<file path="config.mk">
export PLATFORM = sky130hd
export DESIGN_NAME = libhdl_sync_bus_tx
export DESIGN_NICKNAME = d
export VERILOG_FILES = /design/src/rtl/libhdl_sync_bus_pkg.sv /design/src/rtl/libhdl_sync_bus.sv /design/src/rtl/libhdl_sync_bus_tx.sv
export SDC_FILE = /design/constraint.sdc
export NUM_CORES = 1
export LEC_CHECK = 0
export CAP_MARGIN = 5
export CORE_UTILIZATION = 29
export DETAILED_ROUTE_END_ITERATION = 12
export GPL_TIMING_DRIVEN = 0
export MAX_ROUTING_LAYER = met4
export PLACE_DENSITY_LB_ADDON = 0.1
export SLEW_MARGIN = 25
export SYNTH_ARGS = -nofsm -noshare
export SYNTH_HDL_FRONTEND = slang
export SYNTH_HIERARCHICAL = 1
export SYNTH_SLANG_ARGS = --single-unit
export TNS_END_PERCENT = 100
</file>
<file path="constraint.sdc">
create_clock -name i_clk -period 1.65 [get_ports i_clk]
set_input_delay 0.33 -clock i_clk [delete_from_list [all_inputs] [get_ports i_clk]]
set_output_delay 0.33 -clock i_clk [all_outputs]
set_load 0.01 [all_outputs]
</file>
<file path="src/rtl/libhdl_sync_bus_pkg.sv">
// libhdl_sync_bus_pkg: shared state encoding and counter sizing for the toggle-handshake bus crossing.
package libhdl_sync_bus_pkg;
    typedef enum logic [1:0] {
        ST_IDLE  = 2'd0,
        ST_SETUP = 2'd1,
        ST_WAIT  = 2'd2
    } state_t;

    function automatic int cnt_w(input int t);
        return t < 1 ? 1 : $clog2(t + 1);
    endfunction
endpackage

</file>
<file path="src/rtl/libhdl_sync_bus.sv">
// libhdl_sync_bus: NFF-stage flop synchronizer without reset, powering up at INIT_VAL.
module libhdl_sync_bus #(
    parameter int W = 1,
    parameter int NFF = 2,
    parameter logic [W-1:0] INIT_VAL = '0
) (
    input  logic         i_clk,
    input  logic [W-1:0] i_data,
    output logic [W-1:0] o_data
);
    logic [NFF-1:0][W-1:0] ff = {NFF{INIT_VAL}};

    always_ff @(posedge i_clk)
        ff <= {ff[NFF-2:0], i_data};

    assign o_data = ff[NFF-1];
endmodule

</file>
<file path="src/rtl/libhdl_sync_bus_tx.sv">
// libhdl_sync_bus_tx: source side of a two-phase req/ack crossing that holds the bus stable per transfer.
module libhdl_sync_bus_tx
    import libhdl_sync_bus_pkg::*;
#(
    parameter int W = 32,
    parameter int NFF = 2,
    parameter int TIMEOUT = 0
) (
    input  logic         i_clk,
    input  logic         i_rst,
    input  logic         i_valid,
    input  logic [W-1:0] i_data,
    output logic         o_ready,
    output logic [W-1:0] o_bus,
    output logic         o_req,
    input  logic         i_ack,
    output logic         o_busy,
    output logic         o_timeout
);
    localparam int CW = cnt_w(TIMEOUT);
    localparam logic [CW-1:0] CMAX = TIMEOUT > 0 ? CW'(TIMEOUT) : {CW{1'b1}};

    state_t state;
    logic ack_s;
    logic [CW-1:0] cnt;

    libhdl_sync_bus #(.W(1), .NFF(NFF), .INIT_VAL(1'b0)) u_ack_sync (
        .i_clk (i_clk),
        .i_data(i_ack),
        .o_data(ack_s)
    );

    always_ff @(posedge i_clk or posedge i_rst)
        if (i_rst) begin
            state     <= ST_IDLE;
            o_bus     <= '0;
            o_req     <= 1'b0;
            o_ready   <= 1'b1;
            o_busy    <= 1'b0;
            o_timeout <= 1'b0;
            cnt       <= '0;
        end else begin
            case (state)
                ST_IDLE: if (i_valid) begin
                    o_bus   <= i_data;
                    state   <= ST_SETUP;
                    o_ready <= 1'b0;
                    o_busy  <= 1'b1;
                end
                ST_SETUP: begin
                    o_req <= ~o_req;
                    cnt   <= '0;
                    state <= ST_WAIT;
                end
                ST_WAIT: if (ack_s == o_req) begin
                    state   <= ST_IDLE;
                    o_ready <= 1'b1;
                    o_busy  <= 1'b0;
                end else begin
                    if (cnt != CMAX) cnt <= cnt + 1'b1;
                    // flag on the increment that lands on TIMEOUT; saturation keeps it from re-firing
                    if (TIMEOUT > 0 && cnt == CMAX - 1'b1) o_timeout <= 1'b1;
                end
                default: begin
                    state   <= ST_IDLE;
                    o_ready <= 1'b1;
                    o_busy  <= 1'b0;
                end
            endcase
        end
endmodule

</file>
# Word level (Yosys, flattened, before mapping)
# Cells that the tools add are included.
# op_classes
bitwise_logic	2
n_eq_ne	5
n_reduce_logical	4
mux	9
# ops
op	n
one-hot mux 1 bit (3 select lines)	2
one-hot mux 2 bit (3 select lines)	1
2-to-1 mux 1 bit	4
2-to-1 mux 2 bit	2
inequality test 2 bit, second input constant	2
AND reduction 2 bit	2
AND reduction 3 bit	1
equality test 2 x 1 -> 1 bit, second input constant	1
equality test 2 bit, second input constant	1
logical NOT 2 bit	1
inverter 1 bit	2
equality test 1 bit	1
# word_totals
elab_cells	27
input_bits	36
output_inout_bits	36
register_bits	39

# Longest topological paths before layout
# logic_depth
depth_word	3
ltp_mapped	3

# By module
# Netlist, hierarchy kept.
# by_module_without_submodules
mod	area_each_um2	n_inst	cells_per_inst
libhdl_sync_bus_tx	1430.1	1	87
libhdl_sync_bus	40.0	1	2

# Worst setup path before layout
# OpenSTA, ideal clock, no wires.
# synth_timing
path_kind	register to register
from	register state[0]
to	register o_bus[13]
setup_slack_ps	206
required_time_ps	1525
setup_ps	125
n_path_buf	1
path_stages_with_launch	4
arrival_ps	1320
cell_sequence	dfrtp_1 -> nor3b_4 -> buf_6 -> mux2_2
# synth_via
elab_chain_len	2
# synth_lines
item	line_no	text
start: declaration	libhdl_sync_bus_tx.sv:23	state_t state;
start signal: assignment	libhdl_sync_bus_tx.sv:35	state <= ST_IDLE;
start signal: assignment	libhdl_sync_bus_tx.sv:46	state <= ST_SETUP;
start signal: assignment	libhdl_sync_bus_tx.sv:53	state <= ST_WAIT;
logical NOT 2 bit	libhdl_sync_bus_tx.sv:43	case (state)
AND reduction 2 bit (no source line)	n/a	
end signal: assignment	libhdl_sync_bus_tx.sv:45	o_bus <= i_data;
end: declaration	libhdl_sync_bus_tx.sv:14	output logic [W-1:0] o_bus,
# No other way between the ends.
# A chain may end at the register's enable or synchronous reset.

# Final worst setup path
# layout_timing
from	register o_req
to	output port o_req
# layout_lines
item	line_no	text
start: declaration	libhdl_sync_bus_tx.sv:15	output logic o_req,
start signal: assignment	libhdl_sync_bus_tx.sv:51	o_req <= ~o_req;
# No word-level cell between the ends.

==> results by stage <==
Synth:
- The most common flop cell mapped by yosys is sky130_fd_sc_hd__dfrtp_1.
- By area the synthesized netlist is led by sky130_fd_sc_hd__dfrtp_1, sky130_fd_sc_hd__mux2_2, sky130_fd_sc_hd__dfxtp_1, sky130_fd_sc_hd__buf_6, sky130_fd_sc_hd__dfstp_2.
- The post-synthesis compound-gate area fraction is under 10%.
- The post-synthesis average cell area is about 17 µm².
- The cell taking the most area after synthesis is sky130_fd_sc_hd__dfrtp_1.
- In this run, distinct cell masters in the synthesized netlist total 18.
- The number of warnings issued by yosys is 8.
- The gate count after technology mapping is 89.
- Of all flip-flops after synthesis, the portion carrying an async set or reset was 94.87%.
- Among all cell types in the netlist, the one instantiated most often is sky130_fd_sc_hd__dfrtp_1.
- The synthesized netlist devotes 0% of its cell area to adder and majority cells.
- The flop and latch count out of synthesis is 39.
- The simple-gate portion of the synthesized area is 3.064%.
- The post-synthesis xor/xnor area fraction is between 1 and 1.5%.
- The commonest cells after synthesis are sky130_fd_sc_hd__dfrtp_1, sky130_fd_sc_hd__mux2_2, sky130_fd_sc_hd__buf_6.
- Of the synthesized area, sequential elements account for between 60% and 70%.
- The number of enable flip-flop cells after synthesis is 0.
- By area, the combinational part of the netlist is dominated by multiplexers.
- The post-synthesis cell area is around 1500 µm².
- Synthesis produced a netlist with a net count of about 130.
- Of the post-synthesis cell area, the part taken by muxes is 24.51%.
- The fraction of synthesized cell area taken by the top area cell type is 61.28%.

Setup path:
- STA puts the critical path data required time at 1.32 ns.
- The register-to-register setup slack is 0.18 ns.
- Counting both buffers and inverters, the worst setup path holds a total of 1.
- By startpoint and endpoint, the worst setup path is classified as register to primary output.
- The critical path launch point type is a register.
- The cell at the slowest stage of the critical path is sky130_fd_sc_hd__clkdlybuf4s50_1.
- The type of destination of the critical path is a primary output.
- The endpoint arrival time on the critical path is 1.22 ns.
- Broken down by cell family, the worst path's largest delay share belongs to buffers and inverters.
- The delay of the slowest cell on the worst path is between 0.5 and 0.6 ns.
- Traced cell by cell, the critical path runs through clkdlybuf4s50_1.
- Of all nets on the critical path, the largest fanout is 3.

Placed design:
- The cell total after placement is 226.
- The congestion estimate from routability-driven global placement came to 0.6556.
- In this run the tool buffered the top-level ports with 70 buffer cells.
- The placed wire-length estimate is 2169 µm.
- The post-placement setup slack is -0.3037 ns.

Timing:
- The final count of pins violating max slew is 0.
- The maximum frequency from static timing analysis is 643.4 MHz.
- The worst path uses 94.19% of the clock period.
- Setup total negative slack on the finished layout was measured at 0 ns.
- The slew at the pin with the worst max-slew slack is between 0.7 and 0.8 ns.
- Subtracting the final worst setup slack from the clock period gives around 1.6 ns.
- The number of setup violations in the final report is 0.
- Measured against its own limit, the worst slew margin works out to 49.83%.
- The worst clock skew is between 0.006 and 0.007 ns.
- The number of hold violations in the final report came to 0.
- Setup repair after global routing left no endpoint under its margin.
- After layout, the worst setup slack is around 0.096 ns.

Floorplanning:
- The initial utilization of the core area, before any placement, comes to between 30% and 40%.
- The floorplan step defined a die boundary enclosing 5358 µm².
- The placeable core region is 4786 µm².
- The floorplan row count is 25.
- The horizontal die dimension is 73.20 µm.
- 72 I/O pins were placed.
- The height of the die is approximately 73 µm.

GRT:
- The first global-routing pass estimated 4774 µm of wire.
- In the global route stage, overall resource usage came out at 12.44%.
- The number of global-route vias before repair came to 1033.
- The initial antenna violation count is 0.
- Entering global routing, the biggest net connects 38 pins.
- The total congestion overflow is 0.

Layout:
- At the end of the flow, the number of nets in the layout was 204.
- The finished layout holds 236 standard cells, fillers aside.
- The layout filler cell count is 444.
- The multi-input combinational cells in the finished layout cover a total of between 400 and 500 µm².
- The layout-stage area growth over the synthesis result is 59.74%.
- Across the whole layout, storage elements account for 967.2 µm².
- The share of cells above drive strength 1 is 26.63%.
- The number of antenna diodes in the final layout is 0.

Drt:
- Using the TritonRoute via totals, the vias-per-cell ratio works out to ~4.2.
- The average wire per cell in the routed design is 12.52 µm.
- The detailed-routing iteration count for the pre-antenna-repair pass is 4.
- The iteration-0 DRC count of the detailed router is 42.
- Summing over every cut layer, the via total after detailed routing is 991.
- After detailed routing, the number of remaining DRC violations is 0.
- For this block, the routed nets add up to just under 3000 µm of wire.
- The remaining number of nets flagged by the antenna check after routing is 0.

Power:
- Across the VDD grid, the largest voltage drop is 0.8541 mV.
- The analysis attributes to cell leakage a power of 0.9603 nW.
- The power density over the cells is between 1500 and 2000 nW/µm².

Clock network:
- Buffers inserted to repair hold after CTS numbered 0.
- The worst-case clock buffer depth is 2.
- The number of levels the H-tree was split into is 2.
- The root buffer selected by CTS is sky130_fd_sc_hd__clkbuf_8.
- The number of clock sinks is 39.
- After clock tree synthesis, the clock-pin slew on the worst setup and hold paths is about 0.060 ns.
- TritonCTS built the clock tree.
- The number of buffers added by the clock tree synthesis step is 5.
- The worst-skew pair later-pin latency is 0.28 ns.

Worst hold path:
- The path class of the lowest-slack min-delay path is register to register.

Status:
- The flow ran to the end, and the final reports show no timing, DRC or antenna violations.

Run:
- Across the run, the number of max-cap violations was 0.
-- repair_timing --
action,in CTS,in global routing
gates resized for setup,1,0
buffers inserted,0,2
endpoints found under the hold margin,0,0
setup endpoints to repair,1,27
-- cell families after synthesis --
logic type / after synthesis
flops: 39
xor+xnor: 2
buf+inv: 6
mux: 32
other cells: 1
simple gates: 6
compound gates: 3
-- final timing paths --
check / startpoint / to / cells past startpoint
setup reg to reg: state[0]$_DFFE_PP0P_ / o_bus[14]$_DFFE_PP0P_ / 3
max in group asynchronous: i_rst / state[1]$_DFFE_PP0P_ / 2
hold / removal: u_ack_sync/ff[0]$_DFF_P_ / u_ack_sync/o_data$_DFF_P_ / 0
min in group asynchronous: i_rst / o_bus[2]$_DFFE_PP0P_ / 2
setup / recovery: o_req$_DFFE_PP0N_ / o_req / 1
hold reg to reg: u_ack_sync/ff[0]$_DFF_P_ / u_ack_sync/o_data$_DFF_P_ / 0
-- area by class of cell --
| cell class | count | share of cell area [%] |
|---|---|---|
| Buffer | 4 | 1.758 |
| Clock buffer | 8 | 3.410 |
| Inverter | 2 | 0.3197 |
| Multi-Input combinational cell | 44 | 19.34 |
| Sequential cell | 39 | 41.18 |
| Tap cell | 67 | 3.570 |
| Timing Repair Buffer | 72 | 30.42 |
-- worst reg2reg max path, stage by stage (launching register included) --
cell,delay [ns]
sky130_fd_sc_hd__dfrtp_1,0.45
sky130_fd_sc_hd__nor3b_4,0.36
sky130_fd_sc_hd__buf_6,0.20
sky130_fd_sc_hd__mux2_2,0.34
-- metal layers --
| metal | GRT usage [%] | routed length [µm] | vias up | part of all wire [%] |
|---|---|---|---|---|
| met2 | 18.62 | 1326 | 49 | 45 |
| met3 | 4.834 | 287 | 6 | 9.7 |
| li1 | - | - | 464 | - |
| met5 | - | 0 | - | 0 |
| met1 | 14.92 | 1292 | 472 | 44 |
| met4 | 5.229 | 48 | 0 | 1.6 |
-- sequential cells by signal, summed over array words and instances, names as in the netlist --
signal,cells
o_req,1
o_bus,32
state,2
o_ready,1
u_ack_sync/ff,1
u_ack_sync/o_data,1
o_busy,1
-- where the power goes --
part           internal, mW  switching (mW)
clock                 0.300           0.297
combinational          1.26           0.659
sequential             1.42           0.250
-- through the flow --
step	hold slack, ns	area (µm²)	util [%]	total power [mW]
6_report	0.3287	2349	49.07	4.183
5_1_grt	0.3440	2349	49.07	4.460
4_1_cts	0.3316	2333	48.76	4.238
3_5_place_dp	0.3157	2255	47.11	3.618
3_3_place_gp	0.3116	2255	47.11	3.566
2_1_floorplan	0.3096	1470	-	2.526
-- cell usage in the layout (no fill, tap or decap), types with 2 or more instances in the layout --
cell type,instances
sky130_fd_sc_hd__buf_4,3
sky130_fd_sc_hd__buf_6,3
sky130_fd_sc_hd__clkbuf_1,3
sky130_fd_sc_hd__clkbuf_8,5
sky130_fd_sc_hd__clkdlybuf4s50_1,69
sky130_fd_sc_hd__dfrtp_1,36
sky130_fd_sc_hd__dfxtp_1,2
sky130_fd_sc_hd__mux2_1,2
sky130_fd_sc_hd__mux2_2,30
sky130_fd_sc_hd__nor2_1,2
sky130_fd_sc_hd__nor2b_1,2
No activity file was read; power rests on OpenSTA's default activity.
